==> src/rtl/pipe_pkg.sv <==
// Shared definitions for the pipeline hazard/stall controller.
package pipe_pkg;

   // Instruction and register-index geometry
   localparam int unsigned REG_W            = 5;
   localparam int unsigned IR_W             = 32;
   localparam int unsigned RS1_LSB          = 15;
   localparam int unsigned RS2_LSB          = 20;

   // Default number of MEM_WAIT cycles tolerated before mem_timeout
   localparam int unsigned WAIT_MAX_DEFAULT = 255;

   // Width of the optional stalled-cycle counter
   localparam int unsigned STALL_CNT_W      = 32;

   // Controller FSM states
   typedef enum logic [0:0] {
      ST_RUN      = 1'b0,
      ST_MEM_WAIT = 1'b1
   } state_e;

   // Pipeline register enables and bubble-insert controls
   typedef struct packed {
      logic pc_we;
      logic ifid_we;
      logic idex_we;
      logic exmem_we;
      logic ifid_flush;
      logic idex_flush;
      logic memwb_flush;
   } ctrl_t;

   // Everything advances, no bubbles
   localparam ctrl_t CTRL_NORMAL = '{
      pc_we: 1'b1, ifid_we: 1'b1, idex_we: 1'b1, exmem_we: 1'b1,
      ifid_flush: 1'b0, idex_flush: 1'b0, memwb_flush: 1'b0};

   // Reset: hold every register and bubble every stage
   localparam ctrl_t CTRL_RESET = '{
      pc_we: 1'b0, ifid_we: 1'b0, idex_we: 1'b0, exmem_we: 1'b0,
      ifid_flush: 1'b1, idex_flush: 1'b1, memwb_flush: 1'b1};

   // Data memory not ready: freeze front of pipe, bubble into WB
   localparam ctrl_t CTRL_MEM_STALL = '{
      pc_we: 1'b0, ifid_we: 1'b0, idex_we: 1'b0, exmem_we: 1'b0,
      ifid_flush: 1'b0, idex_flush: 1'b0, memwb_flush: 1'b1};

   // Taken branch in EX: squash the two younger wrong-path instructions
   localparam ctrl_t CTRL_BRANCH = '{
      pc_we: 1'b1, ifid_we: 1'b1, idex_we: 1'b1, exmem_we: 1'b1,
      ifid_flush: 1'b1, idex_flush: 1'b1, memwb_flush: 1'b0};

   // Load-use: hold PC and IF/ID, inject one bubble into EX
   localparam ctrl_t CTRL_LOAD_USE = '{
      pc_we: 1'b0, ifid_we: 1'b0, idex_we: 1'b1, exmem_we: 1'b1,
      ifid_flush: 1'b0, idex_flush: 1'b1, memwb_flush: 1'b0};

   // Wait counter width: wide enough for max_val, never below 8 bits
   function automatic int unsigned cnt_width(input int unsigned max_val);
      int unsigned w;
      w = $clog2(max_val + 1);
      return (w > 8) ? w : 8;
   endfunction

endpackage : pipe_pkg

==> src/rtl/pipe_ctrl_load_use_det.sv <==
// Load-use hazard detector: a load in EX whose destination feeds the
// instruction in ID. Writes to x0 are discarded, so rd=0 never stalls.
module load_use_det
   import pipe_pkg::*;
(
   input  logic             memread_EX,
   input  logic [REG_W-1:0] rd_EX,
   input  logic [IR_W-1:0]  ir_ID,
   output logic             load_use
);

   logic [REG_W-1:0] rs1;
   logic [REG_W-1:0] rs2;
   logic             unused_ir_bits;

   assign rs1 = ir_ID[RS1_LSB +: REG_W];
   assign rs2 = ir_ID[RS2_LSB +: REG_W];

   // Opcode/funct/rd fields of the ID instruction play no part in the compare
   assign unused_ir_bits = ^{ir_ID[IR_W-1:RS2_LSB+REG_W], ir_ID[RS1_LSB-1:0]};

   // Register-index match against either source operand
   always_comb begin
      load_use = 1'b0;
      if (memread_EX && (rd_EX != '0)) begin
         load_use = (rd_EX == rs1) || (rd_EX == rs2);
      end
   end

endmodule : load_use_det

==> src/rtl/pipe_ctrl.sv <==
// Five-stage pipeline hazard and stall controller.
// Resolves data-memory stalls, taken branches and load-use hazards into
// per-stage register enables and bubble controls. Enables and flushes are
// combinational so they act in the same cycle as the hazard; mem_timeout
// is a sticky registered error.
// Optional feature: define PIPE_STALL_CNT_EN to add the stall_cnt output.
module pipe_ctrl
   import pipe_pkg::*;
#(
   parameter int unsigned WAIT_MAX = WAIT_MAX_DEFAULT
)
(
   input  logic                   clk,
   input  logic                   rst,
   input  logic                   memread_EX,
   input  logic [REG_W-1:0]       rd_EX,
   input  logic [IR_W-1:0]        ir_ID,
   input  logic                   branch_taken_EX,
   input  logic                   dmem_req_MEM,
   input  logic                   dmem_ready,
   output logic                   pc_we,
   output logic                   ifid_we,
   output logic                   idex_we,
   output logic                   exmem_we,
   output logic                   ifid_flush,
   output logic                   idex_flush,
   output logic                   memwb_flush,
   output logic                   mem_timeout
`ifdef PIPE_STALL_CNT_EN
   ,
   output logic [STALL_CNT_W-1:0] stall_cnt
`endif
);

   localparam int unsigned CNT_W = cnt_width(WAIT_MAX);

   state_e           state_q;
   state_e           state_d;
   logic [CNT_W-1:0] wait_cnt_q;
   logic [CNT_W-1:0] wait_cnt_d;
   logic             mem_timeout_q;
   logic             mem_timeout_d;
   logic             load_use;
   logic             mem_stall;
   ctrl_t            ctrl;

   // Load-use compare between EX destination and ID sources
   load_use_det u_load_use_det (
      .memread_EX (memread_EX),
      .rd_EX      (rd_EX),
      .ir_ID      (ir_ID),
      .load_use   (load_use)
   );

   // Memory not completing this cycle stalls in either state
   assign mem_stall = dmem_req_MEM && !dmem_ready;

   // Next state, wait counter, timeout flag and prioritised stage controls
   always_comb begin
      state_d       = state_q;
      wait_cnt_d    = '0;
      mem_timeout_d = mem_timeout_q;
      ctrl          = CTRL_NORMAL;

      case (state_q)
         ST_RUN: begin
            if (mem_stall) begin
               state_d = ST_MEM_WAIT;
            end
         end
         ST_MEM_WAIT: begin
            if (!mem_stall) begin
               state_d = ST_RUN;
            end else begin
               wait_cnt_d = (wait_cnt_q == CNT_W'(WAIT_MAX)) ? wait_cnt_q
                                                             : wait_cnt_q + CNT_W'(1);
               if (wait_cnt_d == CNT_W'(WAIT_MAX)) begin
                  mem_timeout_d = 1'b1;
               end
            end
         end
         default: begin
            state_d = ST_RUN;
         end
      endcase

      // A branch held across a memory wait is only seen once, on release,
      // because the mem stall masks it until then.
      if (rst) begin
         ctrl = CTRL_RESET;
      end else if (mem_stall) begin
         ctrl = CTRL_MEM_STALL;
      end else if (branch_taken_EX) begin
         ctrl = CTRL_BRANCH;
      end else if (load_use) begin
         ctrl = CTRL_LOAD_USE;
      end
   end

   // State, wait counter and sticky timeout registers
   always_ff @(posedge clk) begin
      if (rst) begin
         state_q       <= ST_RUN;
         wait_cnt_q    <= '0;
         mem_timeout_q <= 1'b0;
      end else begin
         state_q       <= state_d;
         wait_cnt_q    <= wait_cnt_d;
         mem_timeout_q <= mem_timeout_d;
      end
   end

   assign pc_we       = ctrl.pc_we;
   assign ifid_we     = ctrl.ifid_we;
   assign idex_we     = ctrl.idex_we;
   assign exmem_we    = ctrl.exmem_we;
   assign ifid_flush  = ctrl.ifid_flush;
   assign idex_flush  = ctrl.idex_flush;
   assign memwb_flush = ctrl.memwb_flush;
   assign mem_timeout = mem_timeout_q;

`ifdef PIPE_STALL_CNT_EN
   logic [STALL_CNT_W-1:0] stall_cnt_q;

   // Count every non-reset cycle in which the PC is held; wraps naturally
   always_ff @(posedge clk) begin
      if (rst) begin
         stall_cnt_q <= '0;
      end else if (!ctrl.pc_we) begin
         stall_cnt_q <= stall_cnt_q + STALL_CNT_W'(1);
      end
   end

   assign stall_cnt = stall_cnt_q;
`endif

endmodule : pipe_ctrl

==> config.mk <==
export PLATFORM = sky130hd
export DESIGN_NAME = pipe_ctrl
export DESIGN_NICKNAME = d
export VERILOG_FILES = /design/src/rtl/pipe_pkg.sv /design/src/rtl/pipe_ctrl_load_use_det.sv /design/src/rtl/pipe_ctrl.sv
export SDC_FILE = /design/constraint.sdc
export NUM_CORES = 1
export LEC_CHECK = 0
export BUFFER_PORTS_ARGS = -buffer_cell sky130_fd_sc_hd__clkbuf_2
export CORE_UTILIZATION = 42
export CTS_CLUSTER_DIAMETER = 30
export DETAILED_ROUTE_END_ITERATION = 7
export PLACE_DENSITY = 0.83
export SYNTH_ARGS = -nofsm -noshare
export SYNTH_HDL_FRONTEND = slang
export SYNTH_SLANG_ARGS = --single-unit
==> constraint.sdc <==
create_clock -name clk -period 3.9 [get_ports clk]
set_clock_uncertainty 0.2 [all_clocks]
set_input_delay 0.585 -clock clk [delete_from_list [all_inputs] [get_ports clk]]
set_output_delay 0.585 -clock clk [all_outputs]
set_load 0.02 [all_outputs]
==> metrics.txt, run 1 <==
total congestion overflow=0; Synth-to-Final Area Change=23.8%; status=finished clean; worst endpoint data arrival time=1.73 ns; core area=approximately 0.0015 mm²; Setup violations, final=0; Pleak=between 0.3 and 0.4 nW; Worst-Margin Slew=between 0.4 and 0.5 ns; syn_nets=about 130; Gate power share=a little under a fifth; GR Util met2=a little under a third; Fin. Hold Viols=0; unrepaired setup endpoints after global routing=no; CTS tree=done; max_cap viols=0; Util after Layout=between 50% and 60%; FMAX=0.397 GHz; met3 usage=3.88%; CTS Hold Bufs=0; Clk network pwr share=32.7%; FF/Latch Area=200 µm²; Final ANT Viol Nets=0; antenna violations before repair=0; Die Y=42.5 µm; Placed Cells=between 100 and 150; #FFs+latches synth=10; CTS Buffer Depth=2; Post-Syn Area=approximately 690 µm²; Worst Path Max Fanout=3; largest net degree at the start of global routing=10; worst-skew pair later-pin latency=0.27 ns; Post-synth EDFFs=0; Via density=5.43; routing usage on met1=approximately 20%; via count=689; # resized after CTS=0; I/O pin count=roughly 50; Antenna diodes=0; total power=about 0.21 mW; setup bufs post-CTS=0; WHS Path Cells=2; multi-input logic area=around 450 µm²; Synth Flop Type=dfxtp_1; drt first pass iters=4; Die Width=between 40 and 50 µm; Initial Util=between 40% and 50%; fin crit share=between 60 and 70%; die area=approximately 0.0018 mm²; Synth warnings=0; Period minus WS final=2.52 ns; initial detailed-routing violation count=5; Root Driver=clkbuf_4; share of layout cells above drive strength 1=roughly a third; fin. max-slew vios=0; Cell variety after synth=32; ys async rst share=0%; I/O Buffers=28; clk sinks=10; gr busiest metal=met2; vias in the first global route=600; syn_area_per_cell=8.29 µm²; HP Class=flip-flop to flip-flop; Tot GR Track Use=between 15 and 20%; # DRC=0; Reg power frac=between 40% and 50%; NetSw=between 0.05 and 0.06 mW; Critical Path RT=between 3 and 4 ns; clk slew on worst S/H paths=roughly 0.06 ns; Worst Reg2Reg Path Length in Cells=5; placer congestion estimate=0.901; crit path kind=primary input to primary output; CTS buffer count=3; Int Power=around 0.16 mW; setup tns final=0 ns; final net count=between 150 and 200; sequential area share after synthesis=just under 30%; first-pass GRT wire length=around 2400 µm; Site Rows=14; post-synthesis cell count=83; Sw Ratio=26.2%; H-tree levels=1; maximum VDD drop=169 µV; Filler Cells Inserted=about 150; Rel. slew slack=about 72%; PD cells=250 mW/mm²; routed length per placed instance=between 10 and 15 µm; detailed placement HPWL=around 1200 µm; final wirelength=1440 µm; post-route insts no fill=127; Setup crit end kind=primary output; CP Launch Type=primary input
==> state kept, by name (all words and copies together), names as in the netlist <==
register / cells
state_q: 1
mem_timeout: 1
wait_cnt_q: 8
==> synthesized netlist by cell type (2+ instances only) <==
| cell type | count | share of area [%] |
|---|---|---|
| xor2_1 | 11 | 14 |
| nand2_1 | 3 | 1.6 |
| or4_1 | 2 | 2.2 |
| nor3_1 | 6 | 4.4 |
| nand2b_1 | 3 | 2.7 |
| inv_1 | 4 | 2.2 |
| dfxtp_1 | 10 | 29 |
| buf_4 | 2 | 2.2 |
| mux2i_1 | 2 | 2.9 |
| a31oi_1 | 4 | 3.6 |
| a21oi_1 | 3 | 2.2 |
| o31ai_1 | 3 | 3.3 |
| nor2_1 | 11 | 6.0 |
==> critical path, cell delays in order <==
cell,delay [ns]
clkbuf_2,0.11
or4_1,0.52
o21ai_1,0.18
o31a_1,0.16
clkbuf_2,0.17
==> metrics by stage <==
| stage | instance area [µm²] | hold WS, ns | worst slack, ns |
|---|---|---|---|
| final | 852 | 0.266 | 1.38 |
| after floorplan | 688 | 0.303 | 1.41 |
| after global placement | 830 | 0.246 | 1.38 |
| after detailed placement | 830 | 0.255 | 1.37 |
| after CTS | 852 | 0.270 | 1.37 |
| after global routing | 852 | 0.329 | 1.31 |
==> cell families after synthesis <==
group                    share of synthesized area [%]
adder cells (fa/ha/maj)                           1.82
XOR/XNOR                                          14.0
AND/OR/NAND/NOR                                   33.8
flip-flops                                        29.1
buffers and inverters                             4.91
AO/OA/AOI/OAI                                     13.5
multiplexers                                      2.91
==> power groups by stage <==
| stage | sequential (mW) | combinational (mW) | clock (mW) |
|---|---|---|---|
| finish | 0.103 | 0.0402 | 0.0695 |
| global route | 0.103 | 0.0441 | 0.0754 |
| CTS | 0.103 | 0.0405 | 0.0702 |
| detailed placement | 0.105 | 0.0403 | 0 |
| global placement | 0.105 | 0.0394 | 0 |
| floorplan | 0.105 | 0.0229 | 0 |
==> routing by layer <==
| layer | vias to the layer above | wire (µm) |
|---|---|---|
| met5 | - | 0 |
| met4 | 0 | 19 |
| met3 | 2 | 112 |
| met2 | 32 | 672 |
| met1 | 305 | 633 |
| li1 | 350 | - |
==> cell usage in the layout (no fill, tap or decap), drive strengths merged, types with 2 or more instances in the layout <==
cell type,instances
xor2,11
nand3,2
nand2,5
o31ai,3
nor2,11
inv,4
or4,2
mux2i,2
dfxtp,10
clkbuf,31
nand2b,3
a31oi,4
a21oi,3
nor3,8
==> cell type report <==
cell class              count  share of cell area, %
clock buffers               3                   2.64
inverters                   4                   1.76
multi-input cells          66                   53.3
flip-flops and latches     10                   23.5
well taps                  16                   2.35
repair buffers             28                   16.4
==> path summary, 6_finish.rpt <==
check                startpoint          end  slack, ns
setup / recovery       rd_EX[0]        pc_we       1.38
hold / removal      mem_timeout  mem_timeout       0.27
setup reg to reg  wait_cnt_q[0]  mem_timeout       2.15
hold reg to reg     mem_timeout  mem_timeout       0.27
(Power assumes the default switching activity.)
==> run 2, diff against run 1 <==
- CORE_UTILIZATION: 42 -> 35
- PLACE_DENSITY: 0.83 -> 0.74
- clock period: 3.9 -> 2 ns (I/O delays scaled with it)
==> run 2 against run 1 <==
  * Worst hold slack got worse by 0.23 ns
  * Highest routed layer unchanged
  * Flip-flop and latch count did not move
  * Non-clock buffer count rose by 1
==> metrics.txt, run 2 (synthesis results as in run 1) <==
status=finished clean; Tot GR Track Use=14.9%; Pleak=0.405 nW; Site Rows=15; Initial Util=about 39%; pre-CTS setup slack=about 0.027 ns; detailed placement HPWL=1150 µm; Final WS setup=slightly below 0.06 ns; worst endpoint data arrival time=between 1 and 1.5 ns; most frequent cells in the layout=28 x clkbuf_2, 11 x xor2_1, 11 x nor2_1, 10 x dfxtp_1, 6 x nor3_1; Period minus WS final=roughly 1.9 ns; unrepaired setup endpoints after global routing=no; antenna violations before repair=0; routed length per placed instance=10.3 µm; total congestion overflow=0; max_cap viols=0; share of layout cells above drive strength 1=35.4%; I/O pin count=51; Cell Chain, Critical Path=clkbuf_2, or4_1, o21ai_2, o31a_1, clkbuf_2; Root Driver=clkbuf_4; first-pass GRT wire length=about 2200 µm; r2r setup slk=0.33 ns; Fin. Hold Viols=0; Worst Path Max Fanout=3; final wirelength=between 1000 and 1500 µm; Antenna diodes=0; CTS Buffer Depth=2; max reg flops=8; Die Y=roughly 46 µm; fin. max-slew vios=0; crit path kind=primary input to primary output; CTS buffer count=3; Worst-Margin Slew=approximately 0.30 ns; Setup violations, final=0; PD cells=523 mW/mm²; total power=approximately 0.46 mW; # DRC=0; Via density=5.12; Critical Path RT=about 1.5 ns; critical path's slowest cell=or4_1; Critical Path Max Stage Delay=0.55 ns; setup tns final=0 ns; Die Width=46.3 µm; CP dominant cell by count=clkbuf_2; I/O Buffers=28; H-tree levels=1; worst-skew pair later-pin latency=0.27 ns; Largest Register=wait_cnt_q; clk sinks=10; core area=approximately 0.0018 mm²; clk slew on worst S/H paths=around 0.070 ns; hold slack=0.0343 ns; HP Class=primary input to flip-flop; Final ANT Viol Nets=0; largest net degree at the start of global routing=9; Synth-to-Final Area Change=29.1%; setup bufs post-CTS=0; via count=slightly above 700; final net count=roughly 160; placer congestion estimate=roughly 0.84; Setup crit end kind=primary output; fin crit share=a little over nine tenths; CTS tree=done; most common cell after layout, fill and taps aside=clkbuf_2; CP Launch Type=primary input; vias in the first global route=between 500 and 600; maximum VDD drop=between 300 and 400 µV; die area=0.00215 mm²; initial detailed-routing violation count=7; Rel. slew slack=80.3%; FMAX=~0.5 GHz; drt first pass iters=4
[run 2: changes by cell type in the layout (fill, tap and decap cells not counted), sizes merged]
cell / previous run / this run
clkbuf: 31 / 32
buf: 0 / 1
[run 2: final timing paths]
| path | startpoint | to | cells after the start |
|---|---|---|---|
| max reg2reg | wait_cnt_q[0] | wait_cnt_q[5] | 5 |
| min | rst | state_q | 2 |
| max | rd_EX[0] | pc_we | 5 |
| min reg2reg | mem_timeout | mem_timeout | 2 |
[run 2: final cells by class]
type                    instances  area (µm²)
fillers                       170         895
repair buffers                 29         148
multi-input cells              66         458
well taps                      25        31.3
flip-flops and latches         10         200
clock buffers                   4        36.3
inverters                       4        15.0
[run 2: stage by stage]
stage	utilization [%]	cell area, µm²	std cells
floorplan	-	688	83
global placement	47.6	848	134
detailed placement	47.6	848	134
CTS	49.6	885	138
global route	49.8	888	138
finish	49.8	888	138
[run 2: critical path, delay by kind of cell]
family                 cells  cell delay, ns
AO/OA/AOI/OAI              2            0.31
buffers and inverters      2            0.28
AND/OR/NAND/NOR            1            0.55
[run 2: per-layer routing]
| metal | GRT usage (%) | vias to the layer above | wire length, µm |
|---|---|---|---|
| li1 | - | 360 | - |
| met1 | 12.5 | 306 | 633 |
| met2 | 29.2 | 39 | 644 |
| met3 | 5.88 | 2 | 124 |
| met4 | 7.06 | 0 | 21 |
| met5 | 0 | - | 0 |
[run 2: power breakdown]
group | leakage, nW | internal [mW] | switching (mW) | total [mW]
Combinational | 0.304 | 0.0369 | 0.0444 | 0.0812
Sequential | 0.0807 | 0.200 | 0.000512 | 0.200
Clock | 0.0210 | 0.111 | 0.0726 | 0.183
Total | 0.405 | 0.348 | 0.117 | 0.465
[run 2: repair_timing]
action                     in CTS  in global routing
setup endpoints to repair       0                  2
hold buffers                    0                  0
resized for setup               0                  1
